`config.mk`:
```
export PLATFORM = sky130hd
export DESIGN_NAME = bcd_scan_driver
export DESIGN_NICKNAME = d
export VERILOG_FILES = /design/src/rtl/display_pkg.sv /design/src/rtl/bin2bcd_dd.sv /design/src/rtl/bcd_scan_driver.sv
export SDC_FILE = /design/constraint.sdc
export NUM_CORES = 1
export LEC_CHECK = 0
export BUFFER_PORTS_ARGS = -buffer_cell sky130_fd_sc_hd__buf_2
export CAP_MARGIN = 40
export CORE_MARGIN = 3
export CORE_UTILIZATION = 45
export CTS_BUF_LIST = sky130_fd_sc_hd__clkbuf_16
export CTS_CLUSTER_SIZE = 14
export DETAILED_ROUTE_END_ITERATION = 8
export SLEW_MARGIN = 20
export SYNTH_ARGS = -nofsm -noshare
export SYNTH_HDL_FRONTEND = slang
export SYNTH_HIERARCHICAL = 1
export SYNTH_SLANG_ARGS = --single-unit
```
`constraint.sdc`:
```
create_clock -name clk -period 3.8 [get_ports clk]
set_input_delay 0.38 -clock clk [delete_from_list [all_inputs] [get_ports clk]]
set_output_delay 0.38 -clock clk [all_outputs]
set_load 0.02 [all_outputs]
```
`src/rtl/display_pkg.sv`:
```
// display_pkg: shared widths, types and helpers for the BCD scan display.
// Holds the conversion FSM state type and the leading-zero test.
package display_pkg;

   localparam int NUM_DIGITS = 4;
   localparam int BIN_W      = 14;
   localparam int IDX_W      = $clog2(NUM_DIGITS);

   localparam logic [BIN_W-1:0] MAX_VAL = 14'd9999;

   typedef logic [3:0] bcd_digit_t;

   typedef enum logic [1:0] {
      IDLE,
      CONV,
      COMMIT
   } conv_state_t;

   // 1 when position p sits above the most significant nonzero digit.
   // Position 0 (ones) never reports as a leading zero.
   function automatic logic lz_blank(
      input bcd_digit_t [NUM_DIGITS-1:0] d,
      input logic [IDX_W-1:0]            p
   );
      logic z;
      logic r;
      z = 1'b1;
      r = 1'b0;
      for (int i = NUM_DIGITS - 1; i > 0; i--) begin
         if (d[i] != 4'd0) z = 1'b0;
         if (p == IDX_W'(i)) r = z;
      end
      return r;
   endfunction

endpackage

```
`src/rtl/bin2bcd_dd.sv`:
```
// bin2bcd_dd: double-dabble shift register, one iteration per step.
// After BIN_W steps the BCD result sits in the upper nibbles.
module bin2bcd_dd
   import display_pkg::*;
(
   input  logic                    clk,
   input  logic                    rst_n,
   input  logic                    start,
   input  logic                    step,
   input  logic [BIN_W-1:0]        bin,
   output logic [NUM_DIGITS*4-1:0] bcd
);

   localparam int SW = NUM_DIGITS * 4 + BIN_W;

   logic [SW-1:0] sr;
   logic [SW-1:0] adj;

   // add 3 to every BCD nibble that is 5 or more before the shift
   always_comb begin
      adj = sr;
      for (int i = 0; i < NUM_DIGITS; i++) begin
         if (sr[BIN_W + 4*i +: 4] >= 4'd5)
            adj[BIN_W + 4*i +: 4] = sr[BIN_W + 4*i +: 4] + 4'd3;
      end
   end

   // load the binary value, then shift one adjusted bit per step
   always_ff @(posedge clk or negedge rst_n) begin
      if (!rst_n)
         sr <= '0;
      else if (start)
         sr <= SW'(bin);
      else if (step)
         sr <= {adj[SW-2:0], 1'b0};
   end

   assign bcd = sr[SW-1 -: NUM_DIGITS*4];

endmodule

```
`src/rtl/bcd_scan_driver.sv`:
```
// bcd_scan_driver: captures a binary value, converts it to BCD and
// scans four digits. Define LEADING_ZERO_BLANK_EN for zero blanking.
module bcd_scan_driver
   import display_pkg::*;
#(
   parameter int REFRESH_DIV = 50000
) (
   input  logic                  clk,
   input  logic                  rst_n,
   input  logic [BIN_W-1:0]      bin_in,
   input  logic                  load,
   input  logic                  disp_en,
   output logic                  busy,
   output logic                  done,
   output logic                  ovf,
   output bcd_digit_t            digit,
   output logic                  blank,
   output logic [NUM_DIGITS-1:0] an_n
);

   localparam int PW = (REFRESH_DIV > 1) ? $clog2(REFRESH_DIV) : 1;
   localparam logic [PW-1:0] PMAX = PW'(REFRESH_DIV - 1);
   localparam logic [3:0] ITER_LAST = 4'(BIN_W - 1);

   conv_state_t state;
   conv_state_t state_nxt;
   logic cap;
   logic step;
   logic commit;
   logic [3:0] iter;
   logic [BIN_W-1:0] bin_c;
   logic [NUM_DIGITS*4-1:0] bcd;
   bcd_digit_t [NUM_DIGITS-1:0] disp;
   bcd_digit_t [NUM_DIGITS-1:0] disp_nxt;
   logic valid;
   logic [PW-1:0] pre;
   logic wrap;
   logic [IDX_W-1:0] idx;
   logic [IDX_W-1:0] idx_nxt;

   assign bin_c = (bin_in > MAX_VAL) ? MAX_VAL : bin_in;
   assign busy  = (state != IDLE);

   bin2bcd_dd u_dd (
      .clk   (clk),
      .rst_n (rst_n),
      .start (cap),
      .step  (step),
      .bin   (bin_c),
      .bcd   (bcd)
   );

   // conversion state register
   always_ff @(posedge clk or negedge rst_n) begin
      if (!rst_n)
         state <= IDLE;
      else
         state <= state_nxt;
   end

   // next state and datapath strobes; loads outside IDLE are dropped
   always_comb begin
      state_nxt = state;
      cap       = 1'b0;
      step      = 1'b0;
      commit    = 1'b0;
      unique case (state)
         IDLE: begin
            if (load) begin
               cap       = 1'b1;
               state_nxt = CONV;
            end
         end
         CONV: begin
            step = 1'b1;
            if (iter == ITER_LAST) state_nxt = COMMIT;
         end
         COMMIT: begin
            commit    = 1'b1;
            state_nxt = IDLE;
         end
         default: state_nxt = IDLE;
      endcase
   end

   // display register only changes on commit, never mid-conversion
   always_comb begin
      disp_nxt = disp;
      if (commit) disp_nxt = bcd;
   end

   // iteration count, overflow flag, commit and done pulse
   always_ff @(posedge clk or negedge rst_n) begin
      if (!rst_n) begin
         iter  <= 4'd0;
         ovf   <= 1'b0;
         valid <= 1'b0;
         done  <= 1'b0;
         disp  <= '0;
      end else begin
         done <= commit;
         disp <= disp_nxt;
         if (cap) begin
            iter <= 4'd0;
            ovf  <= (bin_in > MAX_VAL);
         end else if (step) begin
            iter <= iter + 4'd1;
         end
         if (commit) valid <= 1'b1;
      end
   end

   assign wrap    = (pre == PMAX);
   assign idx_nxt = wrap ? idx + IDX_W'(1) : idx;

   // free-running prescaler and digit scan; an_n and digit move together
   always_ff @(posedge clk or negedge rst_n) begin
      if (!rst_n) begin
         pre   <= '0;
         idx   <= '0;
         an_n  <= 4'b1110;
         digit <= 4'd0;
      end else begin
         pre   <= wrap ? '0 : pre + PW'(1);
         idx   <= idx_nxt;
         an_n  <= ~(NUM_DIGITS'(1) << idx_nxt);
         digit <= disp_nxt[idx_nxt];
      end
   end

`ifdef LEADING_ZERO_BLANK_EN
   assign blank = ~disp_en | ~valid | lz_blank(disp, idx);
`else
   assign blank = ~disp_en | ~valid;
`endif

endmodule

```
==> impl_metrics.json <==
{
  "synth_seq_cells": 81,
  "cap_violations": 0,
  "num-fill-cells": 813,
  "synthArstFlopShare_pct": 100.0,
  "syn_area_sq_um": 4340,
  "p_leak_nw": 2.176,
  "insertion_delay_ns": 0.33,
  "switchingPower_mw": 1.109,
  "synthDominantCellAreaShare_pct": 44.97,
  "ys_types": 64,
  "timing.final.crit_share_pct": 55.34,
  "yosysMostFrequentCell": "dfrtp_1",
  "cts_sinks": 81,
  "avgSynthCellArea_sq_um": 11.04,
  "die_w_um": 104.2,
  "slew_headroom_pct": 51.66,
  "end_kind": "register",
  "clock.fmax_mhz": 475.6,
  "route.detailed.wl_per_inst_um": 14.98,
  "critical_path_class": "register to register",
  "final_area_sq_um": 4873,
  "yosysWarnings": 6,
  "drt-vias-per-instance": 5.412,
  "synth_top_family_by_area": "simple AND/OR/NAND/NOR gates",
  "route.antenna.remaining_nets": 0,
  "drive_gt1_share_pct": 22.17,
  "cts_tree": "yes",
  "grt_pass1_vias": 3009,
  "clockRootBuffer": "clkbuf_16",
  "synth_ff_type": "dfrtp_1",
  "finalCriticalPeriod_ns": 2.103,
  "routed_wl_mm": 8.283,
  "rows": 35,
  "syn2layout_area_growth_pct": 12.28,
  "nets": 448,
  "cts_resized": 0,
  "hold_viol_final": 0,
  "rsz0062_at_grt": "no",
  "num_vias": 2993,
  "slew_viol_final": 0,
  "grt_pass1_wl_mm": 14.26,
  "combPwrFrac_pct": 32.6,
  "io_pins": 30,
  "hold_class": "input port to asynchronous set/reset pin",
  "synth_area_leader_cell": "dfrtp_1",
  "die_y_um": 104.2,
  "clk_pin_slew_ns": 0.06,
  "synthSimpleGateAreaFrac_pct": 17.81,
  "h-tree-depth": 3,
  "synthMuxAreaShare_pct": 13.29,
  "cp_max_fo": 19,
  "dpl_cell_area_sq_um": 4567,
  "finalSetupTns_ns": 0,
  "synth_compound_area_share_pct": 11.62,
  "worst_pin_slew_ns": 0.7208,
  "fin_skew_ns": 0.007830,
  "cts_buffer_depth": 2,
  "synth_enable_flop_cells": 0,
  "overflow": 0,
  "hpwl_mm": 5.644,
  "p_int_mw": 2.071,
  "synth_xor_xnor_area_share_pct": 2.421,
  "dr.pass1.iters": 4,
  "setup.worst_path.start_class": "register",
  "post-cts-setup-buffers": 0,
  "antenna_found_initial": 0,
  "p_per_area_nw_per_um2": 652.5,
  "netlist_top_cells_count": "dfrtp_1 (78), nand2_1 (37), o21ai_0 (28), inv_1 (18), nor2_1 (18)",
  "grt_max_degree": 43,
  "setup_viol": 0,
  "coreArea_sq_um": 9328,
  "initial_core_util_pct": 46.53,
  "drtIter0Drc": 110,
  "syn_nets": 422,
  "ys_seq_area_share_pct": 46.79,
  "final_core_util_pct": 52.25,
  "seq_power_share_pct": 41.1,
  "worstPathArrival_ns": 2.29,
  "synth_area_leaders": "dfrtp_1 (45%), mux2_2 (3.9%), mux2i_1 (3.7%)",
  "io_buffers": 29,
  "cts_hold_buffers": 0,
  "diodes": 0,
  "synth_fa_ha_area_share_pct": 3.171,
  "ir_drop_mv": 0.2653,
  "cp_data_required_time_ns": 3.99,
  "synthesis.instances": 393,
  "swShare_pct": 34.87,
  "cts-buffers-inserted": 9,
  "die-area_sq_um": 10860,
  "grtUsageTotal_pct": 16.08,
  "status": "complete, no violations",
  "gp_congestion": 0.7400,
  "pwr-share-clk_pct": 26.3,
  "drcViolationCount": 0
}
## power by group through the flow
stage / logic (mW) / registers [mW] / clock network [mW]
final: 1.04 / 1.31 / 0.835
after global routing: 1.17 / 1.34 / 0.898
after CTS: 1.04 / 1.31 / 0.854
after detailed placement: 1.03 / 1.32 / 0
after global placement: 0.976 / 1.31 / 0
after floorplan: 0.810 / 1.26 / 0
## per-stage QoR
stage	hold WS [ns]	instances	power [mW]	setup WS, ns
3_5_place_dp	0.4089	536	2.353	1.699
2_1_floorplan	0.08441	393	2.074	2.239
4_1_cts	0.05474	552	3.204	1.662
6_report	0.03421	553	3.180	1.697
5_1_grt	0.07880	553	3.412	1.469
3_3_place_gp	0.4532	534	2.289	1.580
## worst max-delay path, cell delays in order, from the launching register on
cell and delay (ns):
dfrtp_1 0.41, nor2_1 0.14, nand2_1 0.21, inv_1 0.54, inv_1 0.30, nand2_1 0.20, a21o_1 0.10, o32ai_1 0.06
## cells by family after synthesis
group | count (synthesis)
AND/OR/NAND/NOR | 137
flip-flops | 81
AO/OA/AOI/OAI | 72
multiplexers | 42
buffers and inverters | 38
XOR/XNOR | 12
adder cells (fa/ha/maj) | 11
## per-layer routing
layer	global-route usage [%]	wire length (um)
met5	0	0
met4	5.603	89
met3	3.166	315
met2	26.32	3963
met1	21.38	3916
## layout make-up
| type | count | area [sq um] | area share [%] |
|---|---|---|---|
| repair buffers | 35 | 225.2 | 4.621 |
| clock buffers | 9 | 225.2 | 4.621 |
| flip-flops and latches | 81 | 2031 | 41.67 |
| well taps | 129 | 161.4 | 3.312 |
| inverters | 18 | 67.56 | 1.386 |
| clock inverters | 7 | 61.31 | 1.258 |
| multi-input cells | 274 | 2102 | 43.13 |
## registers in the layout (all words and copies together) (netlist names)
signal / count
u_dd/sr: 30
disp: 16
pre: 16
an_n: 4
digit: 4
iter: 4
idx: 2
state: 2
done: 1
ovf: 1
valid: 1
## worst paths after layout
check,cells past startpoint,startpoint,endpoint,slack [ns]
setup / recovery,7,state[0]$_DFFE_PN0P_,u_dd/sr[23]$_DFFE_PN0P_,1.70
hold / removal,1,rst_n,valid$_DFFE_PN0P_,0.03
setup reg to reg,7,state[0]$_DFFE_PN0P_,u_dd/sr[23]$_DFFE_PN0P_,1.70
hold reg to reg,1,pre[15]$_DFF_PN0_,pre[15]$_DFF_PN0_,0.47
max in group asynchronous,2,rst_n,ovf$_DFFE_PN0P_,3.16
min in group clk,3,bin_in[13],u_dd/sr[13]$_DFFE_PN0P_,0.34
## placed cells by master (no fill, tap or decap), types with 4 or more instances in the layout
master / instances
and2_1: 6
nand3_1: 13
ha_1: 11
clkbuf_16: 9
o221ai_2: 4
o221ai_1: 4
nand2_1: 37
nand2b_1: 13
inv_1: 18
nor2b_1: 9
nor2_1: 18
and3_1: 4
xor2_1: 6
a21oi_1: 8
xnor2_1: 6
nor3_1: 6
o32ai_1: 4
dfrtp_1: 78
buf_4: 4
nand4_1: 6
mux4_1: 6
buf_2: 28
mux2_2: 15
mux2i_1: 16
o21ai_0: 28
(Power assumes the default switching activity.)
